<file path="src/rtl/instr_fetch_unit.sv">
// ---------------------------------------------------------------------------
// instr_fetch_unit
//
// Purpose:
//   Instruction fetch front end. It owns the program counter (PC) and the
//   instruction register (INS), and it sequences single-word reads from a
//   synchronous instruction memory that returns data one cycle after the read
//   enable. A three-state FSM (IDLE / RD / HOLD) tracks the read.
//   - In RD the memory word is bypassed straight to fetchData.
//   - In HOLD the word is replayed from a hold register, so the controller can
//     capture it into IR or AR on any later cycle.
//   A sticky fetchErr flag records protocol misuse: a read request while a
//   read is already in flight, or an IR write with no valid word.
//
// Ports:
//   Clk        in   sole clock, rising edge
//   Rst        in   synchronous active-high reset, overrides every other input
//   insRead    in   fetch request from the controller
//   incPC      in   PC increment strobe
//   loadPC     in   PC load-from-bus strobe (wins over incPC)
//   irWrite    in   IR write strobe
//   busIn      in   [ADDR_W] datapath bus value for a PC load
//   imemRd     out  instruction memory read enable
//   imemAddr   out  [ADDR_W] instruction memory address (always equals PC)
//   imemData   in   [DATA_W] memory read data, valid one cycle after imemRd
//   fetchData  out  [DATA_W] fetched word for IR / AR capture
//   fetchValid out  fetchData holds a valid word
//   INS        out  [DATA_W] instruction register contents
//   PC         out  [ADDR_W] program counter
//   fetchErr   out  sticky protocol-error flag, cleared only by Rst
//
// Optional feature, controlled by macro FETCH_HALT_EN:
//   Loading an all-ones word into IR halts the unit. While halted, read
//   requests and PC updates are ignored until Rst. Without the macro, an
//   all-ones word is an ordinary instruction.
// ---------------------------------------------------------------------------
module instr_fetch_unit #(
    parameter int ADDR_W = 8,
    parameter int DATA_W = 8
) (
    input  logic              Clk,
    input  logic              Rst,
    input  logic              insRead,
    input  logic              incPC,
    input  logic              loadPC,
    input  logic              irWrite,
    input  logic [ADDR_W-1:0] busIn,
    output logic              imemRd,
    output logic [ADDR_W-1:0] imemAddr,
    input  logic [DATA_W-1:0] imemData,
    output logic [DATA_W-1:0] fetchData,
    output logic              fetchValid,
    output logic [DATA_W-1:0] INS,
    output logic [ADDR_W-1:0] PC,
    output logic              fetchErr
);

    typedef enum logic [1:0] {
        IDLE = 2'd0,
        RD   = 2'd1,
        HOLD = 2'd2
    } state_t;

    state_t            state;
    state_t            stateNext;
    logic [DATA_W-1:0] holdWord;

`ifdef FETCH_HALT_EN
    logic halted;

    // Halt latches when an all-ones word is actually written into IR.
    // Only Rst clears it.
    always_ff @(posedge Clk) begin
        if (Rst) begin
            halted <= 1'b0;
        end else if (irWrite && fetchValid && (fetchData == {DATA_W{1'b1}})) begin
            halted <= 1'b1;
        end
    end
`else
    localparam logic halted = 1'b0;
`endif

    // The memory address is always the current (pre-update) PC. A PC
    // change in the same cycle as a read therefore does not move that read.
    assign imemAddr = PC;

    // Next-state and output decode. The read enable is combinational so the
    // request and the memory access happen in the same cycle. Reset forces
    // all fetch outputs quiet during the reset cycle itself.
    always_comb begin
        stateNext  = state;
        imemRd     = 1'b0;
        fetchValid = 1'b0;
        fetchData  = '0;
        case (state)
            IDLE: begin
                if (insRead && !halted) begin
                    imemRd    = 1'b1;
                    stateNext = RD;
                end
            end
            RD: begin
                fetchValid = 1'b1;
                fetchData  = imemData;
                stateNext  = HOLD;
            end
            HOLD: begin
                fetchValid = 1'b1;
                fetchData  = holdWord;
                if (insRead && !halted) begin
                    imemRd    = 1'b1;
                    stateNext = RD;
                end
            end
            default: begin
                stateNext = IDLE;
            end
        endcase
        if (Rst) begin
            imemRd     = 1'b0;
            fetchValid = 1'b0;
            fetchData  = '0;
            stateNext  = IDLE;
        end
    end

    // State, PC, IR, hold register and error flag.
    // - IR captures whatever fetchData shows this cycle. In HOLD with a
    //   simultaneous new read, that is still the old hold word.
    // - A request arriving while a read is in flight is dropped and
    //   flagged as an error.
    always_ff @(posedge Clk) begin
        if (Rst) begin
            state    <= IDLE;
            PC       <= '0;
            INS      <= '0;
            holdWord <= '0;
            fetchErr <= 1'b0;
        end else begin
            state <= stateNext;
            if (state == RD) begin
                holdWord <= imemData;
            end
            if (!halted) begin
                if (loadPC) begin
                    PC <= busIn;
                end else if (incPC) begin
                    PC <= PC + ADDR_W'(1);
                end
            end
            if (irWrite) begin
                if (fetchValid) begin
                    INS <= fetchData;
                end else begin
                    fetchErr <= 1'b1;
                end
            end
            if ((state == RD) && insRead && !halted) begin
                fetchErr <= 1'b1;
            end
        end
    end

endmodule
</file>
<file path="config.mk">
export PLATFORM = sky130hd
export DESIGN_NAME = instr_fetch_unit
export DESIGN_NICKNAME = d
export VERILOG_FILES = /design/src/rtl/instr_fetch_unit.sv
export SDC_FILE = /design/constraint.sdc
export NUM_CORES = 1
export LEC_CHECK = 0
export ABC_AREA = 1
export CORE_AREA = 2 2 61 63
export DETAILED_ROUTE_END_ITERATION = 12
export DIE_AREA = 0 0 63 65
export GPL_ROUTABILITY_DRIVEN = 0
export GPL_TIMING_DRIVEN = 0
export HOLD_SLACK_MARGIN = 0.1
export PLACE_DENSITY_LB_ADDON = 0.05
export SKIP_LAST_GASP = 1
export SYNTH_ARGS = -nofsm -noshare
export SYNTH_HDL_FRONTEND = slang
export SYNTH_SLANG_ARGS = --single-unit
</file>
<file path="constraint.sdc">
create_clock -name Clk -period 1.5 [get_ports Clk]
set_input_delay 0.3 -clock Clk [delete_from_list [all_inputs] [get_ports Clk]]
set_output_delay 0.3 -clock Clk [all_outputs]
set_load 0.02 [all_outputs]
</file>
* Word-level counts from Yosys, hierarchy flattened
Cells that the tools add are included.
** Storage, ports and cells
- Output and inout bits :: 35
- Register bits after elaboration :: 27
- Input bits :: 22
** Operators by class
- Equality and inequality tests :: 4
- Mux-type cells :: 14
- Add/subtract/negate cells :: 1
- Reductions and logical operators :: 8
** Operator list (number)
- 2-to-1 mux 8 bit :: 3
- one-hot mux 8 bit (2 select lines) :: 1
- adder 8 x 1 -> 8 bit (second input constant) :: 1
- 2-to-1 mux 1 bit :: 8
- != test 2 x 1 -> 1 bit (second input constant) :: 2
- one-hot mux 2 bit (2 select lines) :: 1
- AND reduction 2 bit :: 2
- nonzero test 2 bit :: 2
- OR reduction 2 bit :: 2
- equality test 2 x 1 -> 1 bit (second input constant) :: 1
- equality test 2 bit (second input constant) :: 1
- zero test 2 bit :: 1
- 2-to-1 mux 2 bit :: 1
- logical AND 1 bit :: 1

* Logic depth before layout (Yosys ltp)
Gate-level depths: netlist (run 1).
- Word-level depth :: 7
- Depth in mapped cells :: 8
- Mapped depth without buffers :: 7

* Worst setup path after synthesis (run 1)
No wires, ideal clock.
- Path kind :: register to output
- From :: register state[1]
- To :: output fetchData[1]
- Data arrival time :: 1.189 ns
- Required time :: 1.200 ns
- Slack :: 0.011 ns
- Cell stages (with the launch flop) :: 8
- Path through :: dfxtp_1 inv_1 ha_1 buf_2 nand2_1 o21ai_0 inv_1 nor2_1
** Between the ends
- Longest elaborated chain between the ends :: 3
- Elaborated cells on any way between the ends :: 4
- Those cells by class :: eq/ne (2); mux (2)
** Ends and longest elaborated chain
- from (decl) :: line 64 : state_t state;
- from (signal assigned) :: line 141 : state <= stateNext;
- equality test 2 bit or equality test 2 x 1 -> 1 bit (tied branches) :: line 96 : case (state)
- one-hot mux 8 bit (2 select lines) (*) :: line 96
- 2-to-1 mux 8 bit (*) :: line 120 : if (Rst) begin
- to (decl) :: line 51 : output logic [DATA_W-1:0] fetchData,
Mark *: on every way between the ends. The rest lies on a longest branch, timed or not.

* Worst setup path after layout (run 1)
- From :: register state[1]
- To :: output fetchData[4]
Same word-level chain as after synthesis.

==> results of run 1 <==
## registers in the layout, summed over array words and instances (netlist names)
signal	cells
INS	8
PC	8
holdWord	8
state	2
fetchErr	1
## timing repair
item / 4_1_cts / 5_1_grt
endpoints found under the hold margin: 0 / 0
pin swaps: 4 / 5
setup buffers: 7 / 2
endpoints found under the setup margin: 35 / 16
hold buffers: 0 / 0
resized for setup: 125 / 27
cloned: 2 / 0
## cell usage after synthesis, drive strengths merged, types with 2 or more instances
| master | count |
|---|---|
| nand2 | 47 |
| inv | 31 |
| dfxtp | 27 |
| a21oi | 26 |
| nand3 | 17 |
| nor2 | 15 |
| buf | 10 |
| o21ai | 10 |
| a22oi | 5 |
| ha | 5 |
| clkbuf | 3 |
| o21bai | 2 |
## layer usage
layer  wire length, um  part of all wire  GRT usage  vias to the layer above
met3               172             0.046    0.02604                        7
met5                 0                 0          0                        -
met4                59             0.016    0.07222                        0
met2              1849              0.49     0.3364                       43
met1              1694              0.45     0.2610                      661
li1                  -                 -          -                      777
## power breakdown
group | switching, mW | leakage, nW | internal, mW
sequential | 0.0423 | 0.226 | 0.762
clock | 0.225 | 0.0177 | 0.100
combinational | 0.331 | 0.723 | 0.275
## through the flow
step	std cells	worst slack, ns
6_report	318	-0.2948
3_3_place_gp	303	-0.6368
3_5_place_dp	303	-0.6538
4_1_cts	316	-0.3029
2_1_floorplan	201	0.01132
5_1_grt	318	-0.4132
## kinds of logic (layout without fill, tap and decap cells)
family	Yosys count	after routing	synth area share
simple gates	79	80	0.2429
compound gates	44	44	0.1714
buf+inv	44	112	0.1429
flops	27	27	0.3857
fa+ha+maj	5	5	0.04464
xor+xnor	2	2	0.01250
## worst paths after layout
kind	from	end	depth (start not counted)	slack, ns
worst min-delay path	loadPC	PC[2]$_SDFFE_PP0P_	3	0.36
worst max-delay path	state[1]$_SDFFE_PP0P_	fetchData[4]	7	-0.29
worst max register to register	state[0]$_SDFFE_PP0P_	INS[1]$_SDFFE_PP0P_	8	0.12
worst min register to register	INS[4]$_SDFFE_PP0P_	INS[4]$_SDFFE_PP0P_	2	0.47
## cell type report
type | count | area (um^2)
Buffer | 13 | 87.58
Fill cell | 342 | 1227
Clock buffer | 3 | 22.52
Timing Repair Buffer | 64 | 583.1
Clock inverter | 1 | 5.005
Inverter | 31 | 133.9
Multi-Input combinational cell | 131 | 810.8
Sequential cell | 27 | 565.5
Tap cell | 48 | 60.06
## worst max-delay path: stages, from the launching register on
cell     delay [ns]
dfxtp_2        0.39
buf_6          0.11
ha_4           0.16
inv_8          0.07
o21ai_4        0.14
inv_2          0.05
nor2_2         0.13
buf_6          0.13
==> out/results.ini, run 1 <==
[critical_path]
critPathKind = reg2out
worstPathArrival_ns = 1.49
crit_path_end_kind = output port
worstSetupStartpointType = flop
worst-path-max-fanout = 8
worstPathRequired_ns = 1.20

[sta]
rsz0062_at_grt = true
clock_skew_ns = 0.008715
fmax_ghz = 0.5572
relSlewSlack = 0.7005
setup-tns-final_ns = -2.543
slew_viol_final = 0
final_hold_viol_count = 0
finalSetupViolCount = 10
min_period_ns = 1.795
worst_slack_ns = -0.2948
hold_ws_ns = 0.3627
worst_pin_slew_ns = 0.4493
period_share = 1.197

[global_route]
grt_pass1_vias = 1405
grtUsageTotal = 0.1996
antenna_found_initial = 0
grt_first_pass_wirelength_mm = 6.555
grt_overflow = 0
grt_max_degree = 16

[die]
core_area_mm2 = 0.003496
ioPinCount = 57
start_util = 0.4009
dieArea_mm2 = 0.004095
dieHeight_um = 65
chipWidth_um = 63
rows = 22

[flow_run]
maxCapViolations = 0

[logic_synthesis]
synth_top_area_frac = 0.3857
synthCells = 201
synth_top_cells_by_area = dfxtp_1, nand2_1, a21oi_1
synth_edf_count = 0
syn_avg_cell_area_um2 = 6.972
ys_async_sr_fraction = 0
synth_fp_nets = 228
ys_types = 20
syn_area_mm2 = 0.001401
synth_ff_type = dfxtp_1
yosysTopAreaCell = dfxtp_1
ys_ff_latch = 27
yosys_warnings = 0
yosysSeqAreaShare = 0.3857

[layout]
final_util = 0.6489
final_cell_mix = nand2_1, a21oi_1, inv_1
nNetsFinal = 298
final_common_cell = nand2_1
area_growth_pct = 61.88
drive_gt1_frac = 0.2741
finalInstanceArea_mm2 = 0.002268
num_antenna_cells = 0

[cts]
root_buffer = clkbuf_4
clk_latency_ns = 0.33
htreeDepth = 1
cts-buffers-inserted = 3
clk_pin_slew_ns = 0.14
clkSinkCount = 27
cts_tree = yes
cts_max_path_buffers = 2

[power]
power.total_mw = 1.735
vdd_ir_drop_max_mv = 0.4885
power_density_mw_per_mm2 = 764.7
power_leakage_nw = 0.9667

[place]
port_buffers = 54
dpl_cell_area_mm2 = 0.002002
dpl.hpwl_mm = 2.585

[run_status]
violations = negative setup slack
outcome = complete, but fails checks

[routing]
drt-total-wl_mm = 3.776
firstDrtPassIters = 4
ant_nets = 0
drtIter0Drc = 90
via_per_inst = 4.679
drc = 0
via_count = 1488
wire_per_inst_um = 11.87

[min_path]
hp-class = in2reg

Note: power is estimated with default switching activity, not from simulation.
==> inputs of run 2 (changes only) <==
--- a/config.mk
+++ b/config.mk
@@ -12,7 +12,7 @@
 export GPL_ROUTABILITY_DRIVEN = 0
 export GPL_TIMING_DRIVEN = 0
 export HOLD_SLACK_MARGIN = 0.1
-export PLACE_DENSITY_LB_ADDON = 0.05
+export PLACE_DENSITY_LB_ADDON = 0.08
 export SKIP_LAST_GASP = 1
 export SYNTH_ARGS = -nofsm -noshare
 export SYNTH_HDL_FRONTEND = slang
==> run 2 against run 1 <==
The flow still finishes with violations (negative setup slack). Cell area decreased by 1.3%. Global-route usage decreased by 0.61 points. Sequential power about the same. Maximum frequency about the same. Register-to-register slack about the same. Hold slack got worse by 0.032 ns. Core utilization decreased by 0.82 points. Via count increased by 2.2%. Critical path type unchanged.
==> out/results.ini, run 2 (synthesis results as in run 1) <==
[critical_path]
critical_path.top_delay_family = flip-flops
worst-path-max-fanout = 8
worstPathArrival_ns = 1.50
path_cells = buf_6 > ha_4 > inv_8 > o21ai_2 > inv_1 > nor2_1 > buf_4
crit_path_end_kind = output port
critPathBufInv = 4
max_stage_delay_ns = 0.39
worstPathRequired_ns = 1.20
slowest_stage = dfxtp_2
critPathKind = reg2out
worstSetupStartpointType = flop

[routing]
firstDrtPassIters = 4
via_per_inst = 4.709
drt-total-wl_mm = 3.919
drc = 0
via_count = 1521
drtIter0Drc = 91
ant_nets = 0
wire_per_inst_um = 12.13

[die]
dieArea_mm2 = 0.004095
ioPinCount = 57
start_util = 0.4009
rows = 22
dieHeight_um = 65
core_area_mm2 = 0.003496
chipWidth_um = 63

[run_status]
outcome = complete, but fails checks
violations = negative setup slack

[layout]
final_cell_mix = nand2_1, buf_4, inv_1, a21oi_1, clkdlybuf4s50_1
drive_gt1_frac = 0.2800
final_common_cell = nand2_1
top_regs = INS x8, PC x8, holdWord x8
num_antenna_cells = 0
final_cells = 323
register_area_um2 = 563.0
area_growth_pct = 59.82
multi_input_comb_area_um2 = 764.5
nNetsFinal = 303
fill_cells = 341

[power]
power.total_mw = 1.724
power_leakage_nw = 0.9832
vdd_ir_drop_max_mv = 0.6480
power_density_mw_per_mm2 = 769.9

[sta]
slew_viol_final = 0
worst_slack_ns = -0.2958
setup-tns-final_ns = -2.573
hold_ws_ns = 0.3311
finalSetupViolCount = 10
fmax_ghz = 0.5569
min_period_ns = 1.796
relSlewSlack = 0.6677
worst_pin_slew_ns = 0.4984
rsz0062_at_grt = true
period_share = 1.197
final_hold_viol_count = 0
clock_skew_ns = 0.01182

[place]
dpl.hpwl_mm = 2.522
port_buffers = 54
dp.cells = 303

[global_route]
grt_pass1_vias = 1406
antenna_found_initial = 0
busiest_layer = met2
grtUsageTotal = 0.1935
grtUsageMet1 = 0.2476
use_met2 = 0.3258
grt_max_degree = 16
grt_overflow = 0
grt_first_pass_wirelength_mm = 6.389
use_met3 = 0.04167

[cts]
clkSinkCount = 27
clk_pin_slew_ns = 0.15
htreeDepth = 1
root_buffer = clkbuf_4
cts_max_path_buffers = 2
cts_tree = yes
holdBufCountCts = 0
cts-buffers-inserted = 3
clk_latency_ns = 0.33

[flow_run]
maxCapViolations = 0

[min_path]
hp-class = in2reg

[run 2: worst reg2reg max path: stages (launching register included)]
cell and delay, ns:
dfxtp_2 0.39, inv_4 0.06, ha_4 0.16, buf_6 0.13, nand2_2 0.09, o21ai_4 0.07, buf_4 0.13, buf_4 0.13
nand3_1 0.07, a21oi_1 0.07
[run 2: metal layers]
layer	vias to the layer above	wire [um]
li1	789	-
met1	690	1773
met2	38	1922
met3	4	185
met4	0	37
met5	-	0
[run 2: path summary, 6_finish.rpt]
| kind | startpoint | to | slack, ns | cells after the start |
|---|---|---|---|---|
| max | state[1]$_SDFFE_PP0P_ | fetchData[0] | -0.30 | 7 |
| min | loadPC | PC[2]$_SDFFE_PP0P_ | 0.33 | 3 |
| max reg2reg | state[1]$_SDFFE_PP0P_ | INS[5]$_SDFFE_PP0P_ | 0.12 | 9 |
| min reg2reg | INS[6]$_SDFFE_PP0P_ | INS[6]$_SDFFE_PP0P_ | 0.47 | 2 |
[run 2: area by class of cell]
| type | count | share of cell area |
|---|---|---|
| multi-input cells | 131 | 0.3413 |
| repair buffers | 69 | 0.2682 |
| clock buffers | 3 | 0.01006 |
| well taps | 48 | 0.02682 |
| inverters | 31 | 0.06089 |
| clock inverters | 1 | 0.002235 |
| plain buffers | 13 | 0.03911 |
| flip-flops and latches | 27 | 0.2514 |
[run 2: through the flow]
stage / area, um^2 / util / setup slack [ns]
after floorplan: 1401 / - / 0.01132
after detailed placement: 2002 / 0.5727 / -0.6466
after global placement: 2002 / 0.5727 / -0.6683
after CTS: 2158 / 0.6174 / -0.2759
final: 2240 / 0.6407 / -0.2958
after global routing: 2240 / 0.6407 / -0.3921
[run 2: timing repair]
item                                    CTS  global route
resized for setup                       126            15
gates cloned                              2             0
endpoints found under the setup margin   35            18
buffers inserted                          5             9
pin swaps                                 6             7
[run 2: power breakdown]
| group | switching (mW) | internal, mW | total (mW) | leakage [nW] |
|---|---|---|---|---|
| Sequential | 0.0435 | 0.763 | 0.806 | 0.225 |
| Combinational | 0.320 | 0.279 | 0.599 | 0.740 |
| Clock | 0.219 | 0.100 | 0.320 | 0.0177 |
| Total | 0.583 | 1.14 | 1.72 | 0.983 |
